<file path="config.mk">
export PLATFORM = sky130hd
export DESIGN_NAME = cpu_control_fsm_flat
export DESIGN_NICKNAME = d
export VERILOG_FILES = /design/src/rtl/cpu_pkg.sv /design/src/rtl/cpu_control_fsm_if.sv /design/src/rtl/cpu_control_fsm_cond_eval.sv /design/src/rtl/cpu_control_fsm.sv /design/src/flat_wrapper.sv
export SDC_FILE = /design/constraint.sdc
export NUM_CORES = 1
export LEC_CHECK = 0
export BUFFER_PORTS_ARGS = -buffer_cell sky130_fd_sc_hd__buf_2
export CORE_MARGIN = 2
export CORE_UTILIZATION = 40
export CTS_CLUSTER_DIAMETER = 200
export DETAILED_ROUTE_END_ITERATION = 7
export GPL_TIMING_DRIVEN = 0
export PLACE_DENSITY_LB_ADDON = 0.2
export SKIP_CTS_REPAIR_TIMING = 1
export SLEW_MARGIN = 0
export SYNTH_ARGS = -nofsm -noshare
export SYNTH_HDL_FRONTEND = slang
export SYNTH_SLANG_ARGS = --single-unit
export TNS_END_PERCENT = 5
</file>
<file path="constraint.sdc">
create_clock -name Clock -period 2.18 [get_ports Clock]
set_input_delay 0.109 -clock Clock [delete_from_list [all_inputs] [get_ports Clock]]
set_output_delay 0.109 -clock Clock [all_outputs]
set_load 0.005 [all_outputs]
</file>
<file path="src/rtl/cpu_pkg.sv">
// Shared definitions for the CR16-style multi-cycle control unit:
// FSM states, opcode/extension encodings, condition codes and PSR bit positions.
package cpu_pkg;

    typedef enum logic [1:0] {
        S_INIT  = 2'd0,
        S_FETCH = 2'd1,
        S_EXEC  = 2'd2,
        S_MEM   = 2'd3
    } state_t;

    localparam logic [3:0] OP_RTYPE = 4'b0000;
    localparam logic [3:0] OP_CMP   = 4'b0011;
    localparam logic [3:0] OP_MEMJ  = 4'b0100;
    localparam logic [3:0] OP_ADDI  = 4'b0101;
    localparam logic [3:0] OP_ADDUI = 4'b0110;
    localparam logic [3:0] OP_MOVIU = 4'b0111;
    localparam logic [3:0] OP_MOVI  = 4'b1000;
    localparam logic [3:0] OP_SUBI  = 4'b1001;
    localparam logic [3:0] OP_CMPI  = 4'b1011;
    localparam logic [3:0] OP_BCOND = 4'b1100;

    localparam logic [3:0] EXT_LOAD  = 4'b0000;
    localparam logic [3:0] EXT_STORE = 4'b0100;
    localparam logic [3:0] EXT_JCOND = 4'b1100;
    localparam logic [3:0] EXT_MOVE  = 4'b1101;

    localparam logic [3:0] CC_EQ = 4'b0000;
    localparam logic [3:0] CC_NE = 4'b0001;
    localparam logic [3:0] CC_CS = 4'b0010;
    localparam logic [3:0] CC_CC = 4'b0011;
    localparam logic [3:0] CC_GT = 4'b0110;
    localparam logic [3:0] CC_LE = 4'b0111;
    localparam logic [3:0] CC_FS = 4'b1000;
    localparam logic [3:0] CC_FC = 4'b1001;
    localparam logic [3:0] CC_LO = 4'b1010;
    localparam logic [3:0] CC_HS = 4'b1011;
    localparam logic [3:0] CC_UC = 4'b1110;

    localparam int PSR_C = 0;
    localparam int PSR_L = 1;
    localparam int PSR_F = 2;
    localparam int PSR_Z = 3;
    localparam int PSR_N = 4;

    localparam logic [1:0] SEL_IMM = 2'b00;
    localparam logic [1:0] SEL_REG = 2'b01;
    localparam logic [1:0] SEL_MDR = 2'b10;

endpackage

</file>
<file path="src/rtl/cpu_control_fsm_if.sv">
// Control bus between the sequencer (master) and the CR16 datapath (slave).
interface cpu_control_fsm_if #(
    parameter int DATA_W = 16,
    parameter int REG_AW = 4,
    parameter int DISP_W = 8
);
    logic [15:0]       INS;
    logic [4:0]        PSR;
    logic              MemReady;
    logic [3:0]        OpCode;
    logic [3:0]        OpExt;
    logic              RegWrite;
    logic [REG_AW-1:0] RegIn;
    logic [REG_AW-1:0] RegA;
    logic [REG_AW-1:0] RegB;
    logic [DATA_W-1:0] Immediate;
    logic [DISP_W-1:0] PCImmediate;
    logic [1:0]        SelALU;
    logic              SelMEM;
    logic              MemRW;
    logic              PCWrite;
    logic              PCIncrement;
    logic              IRWrite;
    logic              PCReset;
    logic              IRReset;
    logic              PSRReset;
    logic              PSRWrite;

    modport master (
        input  INS, PSR, MemReady,
        output OpCode, OpExt, RegWrite, RegIn, RegA, RegB, Immediate, PCImmediate,
               SelALU, SelMEM, MemRW, PCWrite, PCIncrement, IRWrite,
               PCReset, IRReset, PSRReset, PSRWrite
    );

    modport slave (
        output INS, PSR, MemReady,
        input  OpCode, OpExt, RegWrite, RegIn, RegA, RegB, Immediate, PCImmediate,
               SelALU, SelMEM, MemRW, PCWrite, PCIncrement, IRWrite,
               PCReset, IRReset, PSRReset, PSRWrite
    );
endinterface

</file>
<file path="src/rtl/cpu_control_fsm_cond_eval.sv">
// Branch/jump condition evaluation from a 4-bit condition field and the PSR flags.
module cond_eval
    import cpu_pkg::*;
(
    input  logic [3:0] cond_i,
    input  logic [4:0] psr_i,
    output logic       taken_o
);
    always_comb begin
        taken_o = 1'b0;
        case (cond_i)
            CC_EQ:   taken_o =  psr_i[PSR_Z];
            CC_NE:   taken_o = !psr_i[PSR_Z];
            CC_CS:   taken_o =  psr_i[PSR_C];
            CC_CC:   taken_o = !psr_i[PSR_C];
            CC_GT:   taken_o =  psr_i[PSR_N];
            CC_LE:   taken_o = !psr_i[PSR_N];
            CC_FS:   taken_o =  psr_i[PSR_F];
            CC_FC:   taken_o = !psr_i[PSR_F];
            CC_LO:   taken_o =  psr_i[PSR_L];
            CC_HS:   taken_o = !psr_i[PSR_L];
            CC_UC:   taken_o = 1'b1;
            default: taken_o = 1'b0;
        endcase
    end
endmodule

</file>
<file path="src/rtl/cpu_control_fsm.sv">
// Multi-cycle Fetch/Execute/Memory sequencer for the CR16-style datapath.
// Outputs are a pure decode of state, INS, PSR and MemReady.
module cpu_control_fsm
    import cpu_pkg::*;
#(
    parameter int DATA_W = 16,
    parameter int REG_AW = 4,
    parameter int DISP_W = 8
) (
    input  logic               Clock,
    input  logic               Reset,
    cpu_control_fsm_if.master  bus
);
    localparam logic [DISP_W-1:0] DISP_ONE = DISP_W'(1);

    function automatic logic [DATA_W-1:0] imm_ext(input logic [3:0] op, input logic [7:0] v);
        logic [DATA_W-1:0] r;
        case (op)
            OP_ADDI, OP_SUBI, OP_CMPI: r = {{(DATA_W-8){v[7]}}, v};
            OP_ADDUI, OP_MOVI:         r = {{(DATA_W-8){1'b0}}, v};
            OP_MOVIU:                  r = DATA_W'(v) << (DATA_W-8);
            default:                   r = '0;
        endcase
        return r;
    endfunction

    function automatic logic [DISP_W-1:0] disp_ext(input logic [7:0] d);
        logic signed [31:0] w;
        w = 32'($signed(d));
        return w[DISP_W-1:0];
    endfunction

    state_t            state_q, state_d;
    logic [3:0]        opcode, ext_hi, ext_lo;
    logic [REG_AW-1:0] reg_a, reg_b;
    logic              taken, is_alu, is_load, is_store, is_jcond, is_cmp;

    assign opcode   = bus.INS[15:12];
    assign ext_hi   = bus.INS[11:8];
    assign ext_lo   = bus.INS[7:4];
    assign reg_a    = bus.INS[REG_AW-1:0];
    assign reg_b    = bus.INS[REG_AW+3:4];
    assign is_load  = (opcode == OP_MEMJ) && (ext_hi == EXT_LOAD);
    assign is_store = (opcode == OP_MEMJ) && (ext_hi == EXT_STORE);
    assign is_jcond = (opcode == OP_MEMJ) && !is_load && !is_store && (ext_lo == EXT_JCOND);
    assign is_cmp   = (opcode == OP_CMP) || (opcode == OP_CMPI);
    assign is_alu   = (opcode == OP_RTYPE) || (opcode == OP_CMP)  || (opcode == OP_ADDI) ||
                      (opcode == OP_ADDUI) || (opcode == OP_MOVIU) || (opcode == OP_MOVI) ||
                      (opcode == OP_SUBI)  || (opcode == OP_CMPI);

    cond_eval u_cond (
        .cond_i  (ext_hi),
        .psr_i   (bus.PSR),
        .taken_o (taken)
    );

    always_ff @(posedge Clock or posedge Reset) begin
        if (Reset) state_q <= S_INIT;
        else       state_q <= state_d;
    end

    always_comb begin
        state_d         = state_q;
        bus.OpCode      = '0;
        bus.OpExt       = '0;
        bus.RegWrite    = 1'b0;
        bus.RegIn       = '0;
        bus.RegA        = '0;
        bus.RegB        = '0;
        bus.Immediate   = '0;
        bus.PCImmediate = '0;
        bus.SelALU      = SEL_IMM;
        bus.SelMEM      = 1'b0;
        bus.MemRW       = 1'b0;
        bus.PCWrite     = 1'b0;
        bus.PCIncrement = 1'b0;
        bus.IRWrite     = 1'b0;
        bus.PSRWrite    = 1'b0;
        // Active-low clears are released everywhere except the reset state.
        bus.PCReset     = (state_q != S_INIT);
        bus.IRReset     = (state_q != S_INIT);
        bus.PSRReset    = (state_q != S_INIT);
        case (state_q)
            S_INIT: state_d = S_FETCH;
            S_FETCH: begin
                bus.SelMEM  = 1'b1;
                bus.IRWrite = 1'b1;
                if (bus.MemReady) state_d = S_EXEC;
            end
            S_EXEC: begin
                state_d = S_FETCH;
                if (is_alu) begin
                    bus.OpCode      = opcode;
                    bus.OpExt       = ext_hi;
                    bus.RegIn       = reg_a;
                    bus.RegA        = reg_a;
                    bus.RegB        = reg_b;
                    bus.SelALU      = (opcode == OP_RTYPE || opcode == OP_CMP) ? SEL_REG : SEL_IMM;
                    bus.Immediate   = imm_ext(opcode, bus.INS[11:4]);
                    bus.RegWrite    = !is_cmp;
                    bus.PSRWrite    = 1'b1;
                    bus.PCIncrement = 1'b1;
                    bus.PCImmediate = DISP_ONE;
                end else if (is_load || is_store) begin
                    state_d = S_MEM;
                end else if (is_jcond && taken) begin
                    bus.PCWrite = 1'b1;
                    bus.RegB    = reg_a;
                end else if (opcode == OP_BCOND) begin
                    bus.PCIncrement = 1'b1;
                    bus.PCImmediate = taken ? disp_ext(bus.INS[7:0]) : DISP_ONE;
                end else begin
                    bus.PCIncrement = 1'b1;
                    bus.PCImmediate = DISP_ONE;
                end
            end
            S_MEM: begin
                bus.SelMEM = 1'b0;
                bus.RegB   = reg_b;
                if (is_load) begin
                    bus.SelALU   = SEL_MDR;
                    bus.OpCode   = OP_RTYPE;
                    bus.OpExt    = EXT_MOVE;
                    bus.RegIn    = reg_a;
                    bus.RegWrite = bus.MemReady;
                end else begin
                    bus.MemRW = 1'b1;
                    bus.RegA  = reg_a;
                end
                if (bus.MemReady) begin
                    bus.PCIncrement = 1'b1;
                    bus.PCImmediate = DISP_ONE;
                    state_d         = S_FETCH;
                end
            end
            default: state_d = S_INIT;
        endcase
    end
endmodule

</file>
<file path="src/flat_wrapper.sv">
// flat-port wrapper written by rule: the top's interface ports become plain ports
module cpu_control_fsm_flat import cpu_pkg::*;
#(
    parameter int DATA_W = 16,
    parameter int REG_AW = 4,
    parameter int DISP_W = 8
)
  (Clock, Reset, bus_INS, bus_PSR, bus_MemReady, bus_OpCode, bus_OpExt, bus_RegWrite, bus_RegIn, bus_RegA, bus_RegB, bus_Immediate, bus_PCImmediate, bus_SelALU, bus_SelMEM, bus_MemRW, bus_PCWrite, bus_PCIncrement, bus_IRWrite, bus_PCReset, bus_IRReset, bus_PSRReset, bus_PSRWrite);
  cpu_control_fsm_if #(.DATA_W(DATA_W), .REG_AW(REG_AW), .DISP_W(DISP_W)) bus_i ();
  input  logic Clock;
  input  logic Reset;
  input wire logic [$bits(bus_i.INS)-1:0] bus_INS;
  input wire logic [$bits(bus_i.PSR)-1:0] bus_PSR;
  input wire logic [$bits(bus_i.MemReady)-1:0] bus_MemReady;
  output wire logic [$bits(bus_i.OpCode)-1:0] bus_OpCode;
  output wire logic [$bits(bus_i.OpExt)-1:0] bus_OpExt;
  output wire logic [$bits(bus_i.RegWrite)-1:0] bus_RegWrite;
  output wire logic [$bits(bus_i.RegIn)-1:0] bus_RegIn;
  output wire logic [$bits(bus_i.RegA)-1:0] bus_RegA;
  output wire logic [$bits(bus_i.RegB)-1:0] bus_RegB;
  output wire logic [$bits(bus_i.Immediate)-1:0] bus_Immediate;
  output wire logic [$bits(bus_i.PCImmediate)-1:0] bus_PCImmediate;
  output wire logic [$bits(bus_i.SelALU)-1:0] bus_SelALU;
  output wire logic [$bits(bus_i.SelMEM)-1:0] bus_SelMEM;
  output wire logic [$bits(bus_i.MemRW)-1:0] bus_MemRW;
  output wire logic [$bits(bus_i.PCWrite)-1:0] bus_PCWrite;
  output wire logic [$bits(bus_i.PCIncrement)-1:0] bus_PCIncrement;
  output wire logic [$bits(bus_i.IRWrite)-1:0] bus_IRWrite;
  output wire logic [$bits(bus_i.PCReset)-1:0] bus_PCReset;
  output wire logic [$bits(bus_i.IRReset)-1:0] bus_IRReset;
  output wire logic [$bits(bus_i.PSRReset)-1:0] bus_PSRReset;
  output wire logic [$bits(bus_i.PSRWrite)-1:0] bus_PSRWrite;
  assign bus_i.INS = bus_INS;
  assign bus_i.PSR = bus_PSR;
  assign bus_i.MemReady = bus_MemReady;
  assign bus_OpCode = bus_i.OpCode;
  assign bus_OpExt = bus_i.OpExt;
  assign bus_RegWrite = bus_i.RegWrite;
  assign bus_RegIn = bus_i.RegIn;
  assign bus_RegA = bus_i.RegA;
  assign bus_RegB = bus_i.RegB;
  assign bus_Immediate = bus_i.Immediate;
  assign bus_PCImmediate = bus_i.PCImmediate;
  assign bus_SelALU = bus_i.SelALU;
  assign bus_SelMEM = bus_i.SelMEM;
  assign bus_MemRW = bus_i.MemRW;
  assign bus_PCWrite = bus_i.PCWrite;
  assign bus_PCIncrement = bus_i.PCIncrement;
  assign bus_IRWrite = bus_i.IRWrite;
  assign bus_PCReset = bus_i.PCReset;
  assign bus_IRReset = bus_i.IRReset;
  assign bus_PSRReset = bus_i.PSRReset;
  assign bus_PSRWrite = bus_i.PSRWrite;
  cpu_control_fsm #(.DATA_W(DATA_W), .REG_AW(REG_AW), .DISP_W(DISP_W)) u_core (.Clock(Clock), .Reset(Reset), .bus(bus_i));
endmodule
</file>
Word level (Yosys, flattened, before mapping)
Cells that the tools add are included.
{"block": "word_totals", "out_inout_bits": 56, "latchBits": 0, "n_memories": 0, "romBits": 0, "wordCells": 108, "ff_bits": 2, "ram_bits": 0, "in_bits": 24}
{"block": "op_classes", "muxes": 51, "add_sub_neg": 0, "n_shift": 0, "n_bitwise": 0, "n_div": 0, "n_lt_le_gt_ge": 0, "reduce_logical": 30, "n_eq_ne": 26, "mul": 0}
{"cell": "$pmux 16 s3", "count": 1}
{"cell": "$eq 4x4->1 const B", "count": 10}
{"cell": "$mux 4", "count": 10}
{"cell": "$mux 8", "count": 5}
{"cell": "$mux 16", "count": 2}
{"cell": "$pmux 4 s2", "count": 4}
{"cell": "$eq 4x3->1 const B", "count": 7}
{"cell": "$mux 1", "count": 17}
{"cell": "$pmux 8 s2", "count": 1}
{"cell": "$eq 4x2->1 const B", "count": 3}
{"cell": "$mux 2", "count": 6}
{"cell": "$pmux 1 s11", "count": 1}
{"cell": "$logic_or 1x1->1", "count": 9}
{"cell": "$logic_not 1->1", "count": 8}
{"cell": "$logic_not 4->1", "count": 2}
{"cell": "$pmux 2 s4", "count": 1}
{"cell": "$logic_and 1x1->1", "count": 6}
{"cell": "$eq 2x2->1 const B", "count": 2}
{"cell": "$eq 4x1->1 const B", "count": 1}
{"cell": "$ne 2x2->1 const B", "count": 2}
{"cell": "$pmux 1 s2", "count": 2}
{"cell": "$pmux 2 s2", "count": 1}
{"cell": "$reduce_or 3->1", "count": 1}
{"cell": "$eq 2x1->1 const B", "count": 1}
{"cell": "4 further kinds", "count": 4}

Logic depth before layout (Yosys ltp)
Gate-level depths: netlist of the first run.
{"block": "logic_depth", "ltp_word": 11, "depth_mapped": 6, "ltp_nobuf": 5}

Hierarchy
Synthesis of the first run repeated with hierarchy kept, for this count alone.
{"block": "unflattened", "hier_cells": 135, "area_unflattened_um2": 888.4}
{"module": "cpu_control_fsm", "area_each_um2": 799.5, "n_inst": 1, "seq_area_each_um2": 50.0, "cells_each": 125}
{"module": "cond_eval", "area_each_um2": 88.8, "n_inst": 1, "seq_area_each_um2": 0.0, "cells_each": 10}

Least setup slack after synthesis of the first run
No wires, ideal clock.
{"block": "synth_path", "path_kind": "register -> output", "start": "register u_core.state_q[0]", "end": "output port bus_RegB[2]", "path_buffers": 2, "stages_incl_launch_ff": 7, "t_required_ps": 2071, "arrival_ps": 1396, "path_slack_ps": 675, "cell_sequence": "dfrtp_1 inv_1 ha_1 clkbuf_1 clkbuf_1 nand3_1 o21ai_0"}
{"block": "synth_via", "elab_chain_cells": 2, "word_cells_on_any_way": 3, "classes_between": "2 x eq/ne; 1 x mux"}
{"element": "start: declaration", "line_no": "cpu_control_fsm.sv:33", "source": "state_t state_q, state_d;"}
{"element": "start signal: assignment", "line_no": "cpu_control_fsm.sv:59", "source": "else state_q <= state_d;"}
{"element": "$eq 2x2->1", "line_no": "cpu_control_fsm.sv:83", "source": "case (state_q)"}
{"element": "$pmux 4 s2 (*)", "line_no": "cpu_control_fsm.sv:83"}
{"element": "end: declaration", "line_no": "flat_wrapper.sv:20", "source": "output wire logic [$bits(bus_i.RegB)-1:0] bus_RegB;"}
Every way passes the cells marked *; elsewhere a longest branch is shown, timed or not.

Worst setup path after layout of the first run
{"block": "layout_path", "start": "register u_core.state_q[0]", "end": "output port bus_RegIn[1]"}
{"block": "layout_via", "elab_chain_cells": 2, "word_cells_on_any_way": 3, "classes_between": "2 x eq/ne; 1 x mux"}
{"element": "$eq 2x2->1", "line_no": "cpu_control_fsm.sv:83"}
{"element": "$pmux 4 s2 (*)", "line_no": "cpu_control_fsm.sv:83"}
{"element": "end: declaration", "line_no": "flat_wrapper.sv:18", "source": "output wire logic [$bits(bus_i.RegIn)-1:0] bus_RegIn;"}
Marked as above.

==> impl_metrics.json, run 1 <==
{
  "leakage_uw": 0.000808,
  "cts_inserted_buffers": 3,
  "die_x_um": 53.0,
  "max_slew_margin_pct": 52.6,
  "grt_first_pass_wirelength_um": 4930,
  "crit_fanout": 6,
  "place_ws_ns": 0.305,
  "worstSetupEndpointType": "primary output",
  "hold_violations": 0,
  "die_area_sq_um": 2810,
  "final_common_cell": "buf_2",
  "overflow": 0,
  "setup_violations": 0,
  "netlist-cell-type-count": 44,
  "placed_cells": 244,
  "clkTransAtPathRegs_ns": 0.03,
  "crit_path_max_incr_delay_ns": 0.41,
  "grt_start_max_net_pins": 11,
  "maxCapViolCount": 0,
  "ctsLongestPathBuffers": 2,
  "io_pins": 80,
  "cts_tree": "done",
  "largestRegisters": "u_core.state_q (2)",
  "period_minus_slack_ns": 1.94,
  "detail_route.iter0.violations": 38,
  "drt_first_pass_iters": 4,
  "largest_reg_flops": 2,
  "n_antenna_cell": 0,
  "drt-wirelength-per-cell_um": 12.9,
  "crit_type": "register to primary output",
  "syn_area_per_cell_sq_um": 6.82,
  "finalWirelength_um": 3210,
  "p_per_area_nw_per_um2": 496,
  "totalPowerFinal_uw": 699,
  "status": "completed",
  "hpwlAfterDp_um": 2560,
  "synth_edf_count": 0,
  "syn_area_sq_um": 962,
  "fin_crit_sh_pct": 89.0,
  "instances_no_fill": 248,
  "crit_chain": "ha_1 -> inv_1 -> nor4_4 -> or2_1 -> and2_1 -> buf_2",
  "grtUsageTotal_pct": 22.7,
  "whs_ns": 0.217,
  "fmax_ghz": 0.516,
  "clk_latency_ns": 0.22,
  "avgViaCountPerCell": 5.35,
  "crit_arrival_ns": 1.83,
  "final_cell_mix": "79 x buf_2, 19 x and2_1, 14 x nand2_1, 11 x o21ai_0, 9 x a21oi_1",
  "drc": 0,
  "clock_skew_ns": 0.00221,
  "min_path_type": "input port to register",
  "grt_antenna_before_repair": 0,
  "cts_root_buf": "clkbuf_4",
  "cts.sinks": 2,
  "drv_slew": 0,
  "critical_path_required_ns": 2.07,
  "vdd_drop_max_v": 0.000634,
  "ys.flop_type": "dfrtp_1",
  "ys_warn_count": 0,
  "final_net_count": 251,
  "async_reset_ff_share_pct": 100,
  "synth_nets": 170,
  "ant_nets": 0,
  "yosysSeqAreaShare_pct": 5.20,
  "grt_pass1_vias": 1143,
  "syn_inst": 141,
  "finalWorstSetupSlack_ns": 0.240,
  "gp_congestion": 0.777,
  "start_kind": "register",
  "start_util_pct": 43.1,
  "rows": 17,
  "area_delta_synth_final_pct": 46.3,
  "vias": 1327,
  "largest_register": "u_core.state_q",
  "rsz0062_at_grt": "no",
  "worstMarginPinSlew_ns": 0.706,
  "ys_ff_latch": 2,
  "setup_tns_ns": 0,
  "layout-drive-gt1-share_pct": 42.3,
  "htreeDepth": 1,
  "core-area_sq_um": 2230,
  "port_buffers": 75,
  "slowest_stage": "dfrtp_1",
  "die_h_um": 53.0
}
[logic make-up after synthesis]
family	share of synthesized area (%)
mux	3.12
simple gates	46.8
flops	5.20
compound gates	25.0
xor+xnor	2.73
buf+inv	10.7
fa+ha+maj	6.50
[metal layers]
layer	GRT usage (%)	vias up	part of all wire, %
met1	29.3	590	44
met2	39.8	71	48
met4	5.98	0	0
li1	-	666	-
met3	2.26	0	8.7
met5	0	-	0
[worst paths after layout]
path / startpoint / endpoint / slack [ns] / cells past startpoint
max: u_core.state_q[0] / bus_RegIn[1] / 0.24 / 6
min: bus_MemReady / u_core.state_q[0] / 0.22 / 3
max reg2reg: u_core.state_q[0] / u_core.state_q[1] / 0.86 / 5
min reg2reg: u_core.state_q[0] / u_core.state_q[0] / 0.64 / 2
max in group asynchronous: Reset / u_core.state_q[0] / 1.77 / 3
min in group asynchronous: Reset / u_core.state_q[1] / 0.29 / 3
[report_power, final]
group	switching [uW]	internal (uW)
Clock	19.8	60.6
Combinational	286	260
Sequential	18.6	54.1
Total	324	374
[per-stage QoR]
stage	util, %	area, sq um
6_report	63.0	1410
2_1_floorplan	-	962
4_1_cts	62.5	1400
3_3_place_gp	61.5	1370
5_1_grt	63.0	1410
3_5_place_dp	61.5	1370
[worst max-delay path, delay by kind of cell, from the launching register on]
kind / cells / cell delay, ns
adder cells (fa/ha/maj): 1 / 0.28
buffers and inverters: 2 / 0.23
flip-flops: 1 / 0.41
AND/OR/NAND/NOR: 3 / 0.69
[final cells by class]
class	instances	area [sq um]
fill	219	826
multi-input combinational	118	810
timing repair buffer	76	385
buffer	13	75.1
sequential	2	50.0
tap	28	35.0
inverter	8	30.0
clock buffer	3	22.5
[synth_stat cells, types with 3 or more instances]
cell type / number / area, sq um
buf_4: 3 / 22.5
and2_1: 19 / 119
a31oi_1: 3 / 18.8
nand3_1: 5 / 25.0
ha_1: 5 / 62.6
nor2_1: 3 / 11.3
nor3_1: 4 / 20.0
a21o_1: 4 / 30.0
nand2_1: 14 / 52.6
nand2b_1: 3 / 18.8
mux2i_1: 3 / 30.0
buf_2: 4 / 20.0
clkbuf_1: 4 / 15.0
a21oi_1: 9 / 45.0
inv_1: 8 / 30.0
o21ai_0: 11 / 55.1
and4_1: 7 / 61.3
Note: power is estimated with default switching activity, not from simulation.
==> run 2, diff against run 1 <==
Settings changed: REMOVE_ABC_BUFFERS set to 1.
==> run 2 against run 1 <==
Net effect: design area fell by 2.9%; combinational power fell by 6.4%; hold slack improved by 0.018 ns; clock-buffer cell count did not move; highest routed layer unchanged; sequential power rose by 5.6%; core utilization fell by 1.8 points; routed wire length fell by 5.6%; critical path type unchanged; register-to-register slack improved by 0.09 ns; flip-flop and latch count did not move.
==> impl_metrics.json, run 2 (synthesis gave the netlist of run 1 again) <==
{
  "largest_register": "u_core.state_q",
  "grt_antenna_before_repair": 0,
  "grtUsageTotal_pct": 21.4,
  "n_antenna_cell": 0,
  "htreeDepth": 1,
  "crit_type": "register to primary output",
  "cts_root_buf": "clkbuf_4",
  "whs_ns": 0.235,
  "rows": 17,
  "rsz0062_at_grt": "no",
  "ctsLongestPathBuffers": 2,
  "critical_path_required_ns": 2.07,
  "cts.sinks": 2,
  "final_cell_mix": "79 x buf_2, 19 x and2_1, 14 x nand2_1, 11 x o21ai_0, 9 x a21oi_1",
  "timing.rr.start": "u_core.state_q[0]",
  "status": "completed",
  "die_x_um": 53.0,
  "drv_slew": 0,
  "place_area_sq_um": 1320,
  "worstSetupEndpointType": "primary output",
  "hold_start": "bus_MemReady",
  "cts_inserted_buffers": 3,
  "startpoint": "u_core.state_q[0]",
  "avgViaCountPerCell": 5.35,
  "min_path_type": "input port to register",
  "drc": 0,
  "hold_violations": 0,
  "finalWorstSetupSlack_ns": 0.180,
  "clkTransAtPathRegs_ns": 0.03,
  "finalWirelength_um": 3030,
  "die_area_sq_um": 2810,
  "cts_tree": "done",
  "p_per_area_nw_per_um2": 488,
  "final_common_cell": "buf_2",
  "fmax_ghz": 0.500,
  "area_delta_synth_final_pct": 42.0,
  "gp_congestion": 0.809,
  "start_util_pct": 43.1,
  "vias": 1278,
  "clk_latency_ns": 0.22,
  "overflow": 0,
  "place_ws_ns": 0.0118,
  "leakage_uw": 0.000773,
  "final_net_count": 242,
  "drt_first_pass_iters": 4,
  "drt-wirelength-per-cell_um": 12.7,
  "ant_nets": 0,
  "io_pins": 80,
  "setup_violations": 0,
  "die_h_um": 53.0,
  "largest_reg_flops": 2,
  "crit_arrival_ns": 1.89,
  "period_minus_slack_ns": 2.00,
  "fin_crit_sh_pct": 91.7,
  "layout-drive-gt1-share_pct": 42.2,
  "grt_start_max_net_pins": 22,
  "largestRegisters": "u_core.state_q (2)",
  "start_kind": "register",
  "port_buffers": 79,
  "max_slew_margin_pct": 53.5,
  "grt_pass1_vias": 1063,
  "worstMarginPinSlew_ns": 0.692,
  "crit_fanout": 21,
  "vdd_drop_max_v": 0.000539,
  "grt_first_pass_wirelength_um": 4660,
  "core-area_sq_um": 2230,
  "design_area_sq_um": 1370,
  "clock_skew_ns": 0.00122,
  "hpwlAfterDp_um": 2390,
  "detail_route.iter0.violations": 25,
  "maxCapViolCount": 0
}
==> run 2: area by class of cell <==
type,count,area (sq um)
tap,28,35.0
timing repair buffer,80,405
multi-input combinational,118,823
clock buffer,3,22.5
fill,235,867
inverter,8,30.0
sequential,2,50.0
==> run 2: through the flow <==
stage / setup TNS, ns / power [uW] / instances / util [%]
floorplan: 0 / 340 / 128 / -
global placement: 0 / 548 / 235 / 59.1
detailed placement: 0 / 566 / 235 / 59.1
CTS: -2.17 / 649 / 238 / 60.1
global route: 0 / 743 / 239 / 61.2
finish: 0 / 667 / 239 / 61.2
==> run 2: path summary, 6_finish.rpt <==
check                                    end  cells after the start  slack (ns)
setup / recovery                 bus_RegA[2]                      6        0.18
hold / removal             u_core.state_q[0]                      3        0.24
setup reg to reg           u_core.state_q[1]                      4        0.95
hold reg to reg            u_core.state_q[0]                      2        0.65
max in group asynchronous  u_core.state_q[0]                      3        1.78
min in group asynchronous  u_core.state_q[1]                      3        0.29
==> run 2: power breakdown <==
group | internal [uW] | switching, uW | total, uW
sequential | 54.1 | 22.7 | 76.8
clock | 60.5 | 18.5 | 79.0
combinational | 228 | 284 | 511
==> run 2: worst max-delay path, stage by stage, from the launching register on <==
cell and delay [ns]:
dfrtp_1 0.42, inv_1 0.14, ha_4 0.26, o2111a_2 0.37, o21bai_1 0.20, and2_1 0.16, buf_2 0.11
==> run 2: routing by layer <==
metal	track usage (%)	vias to the layer above	routed length, um
met5	0	-	0
met2	40.4	55	1450
met4	3.42	0	0
met3	0.565	0	240
met1	27.0	578	1340
li1	-	645	-
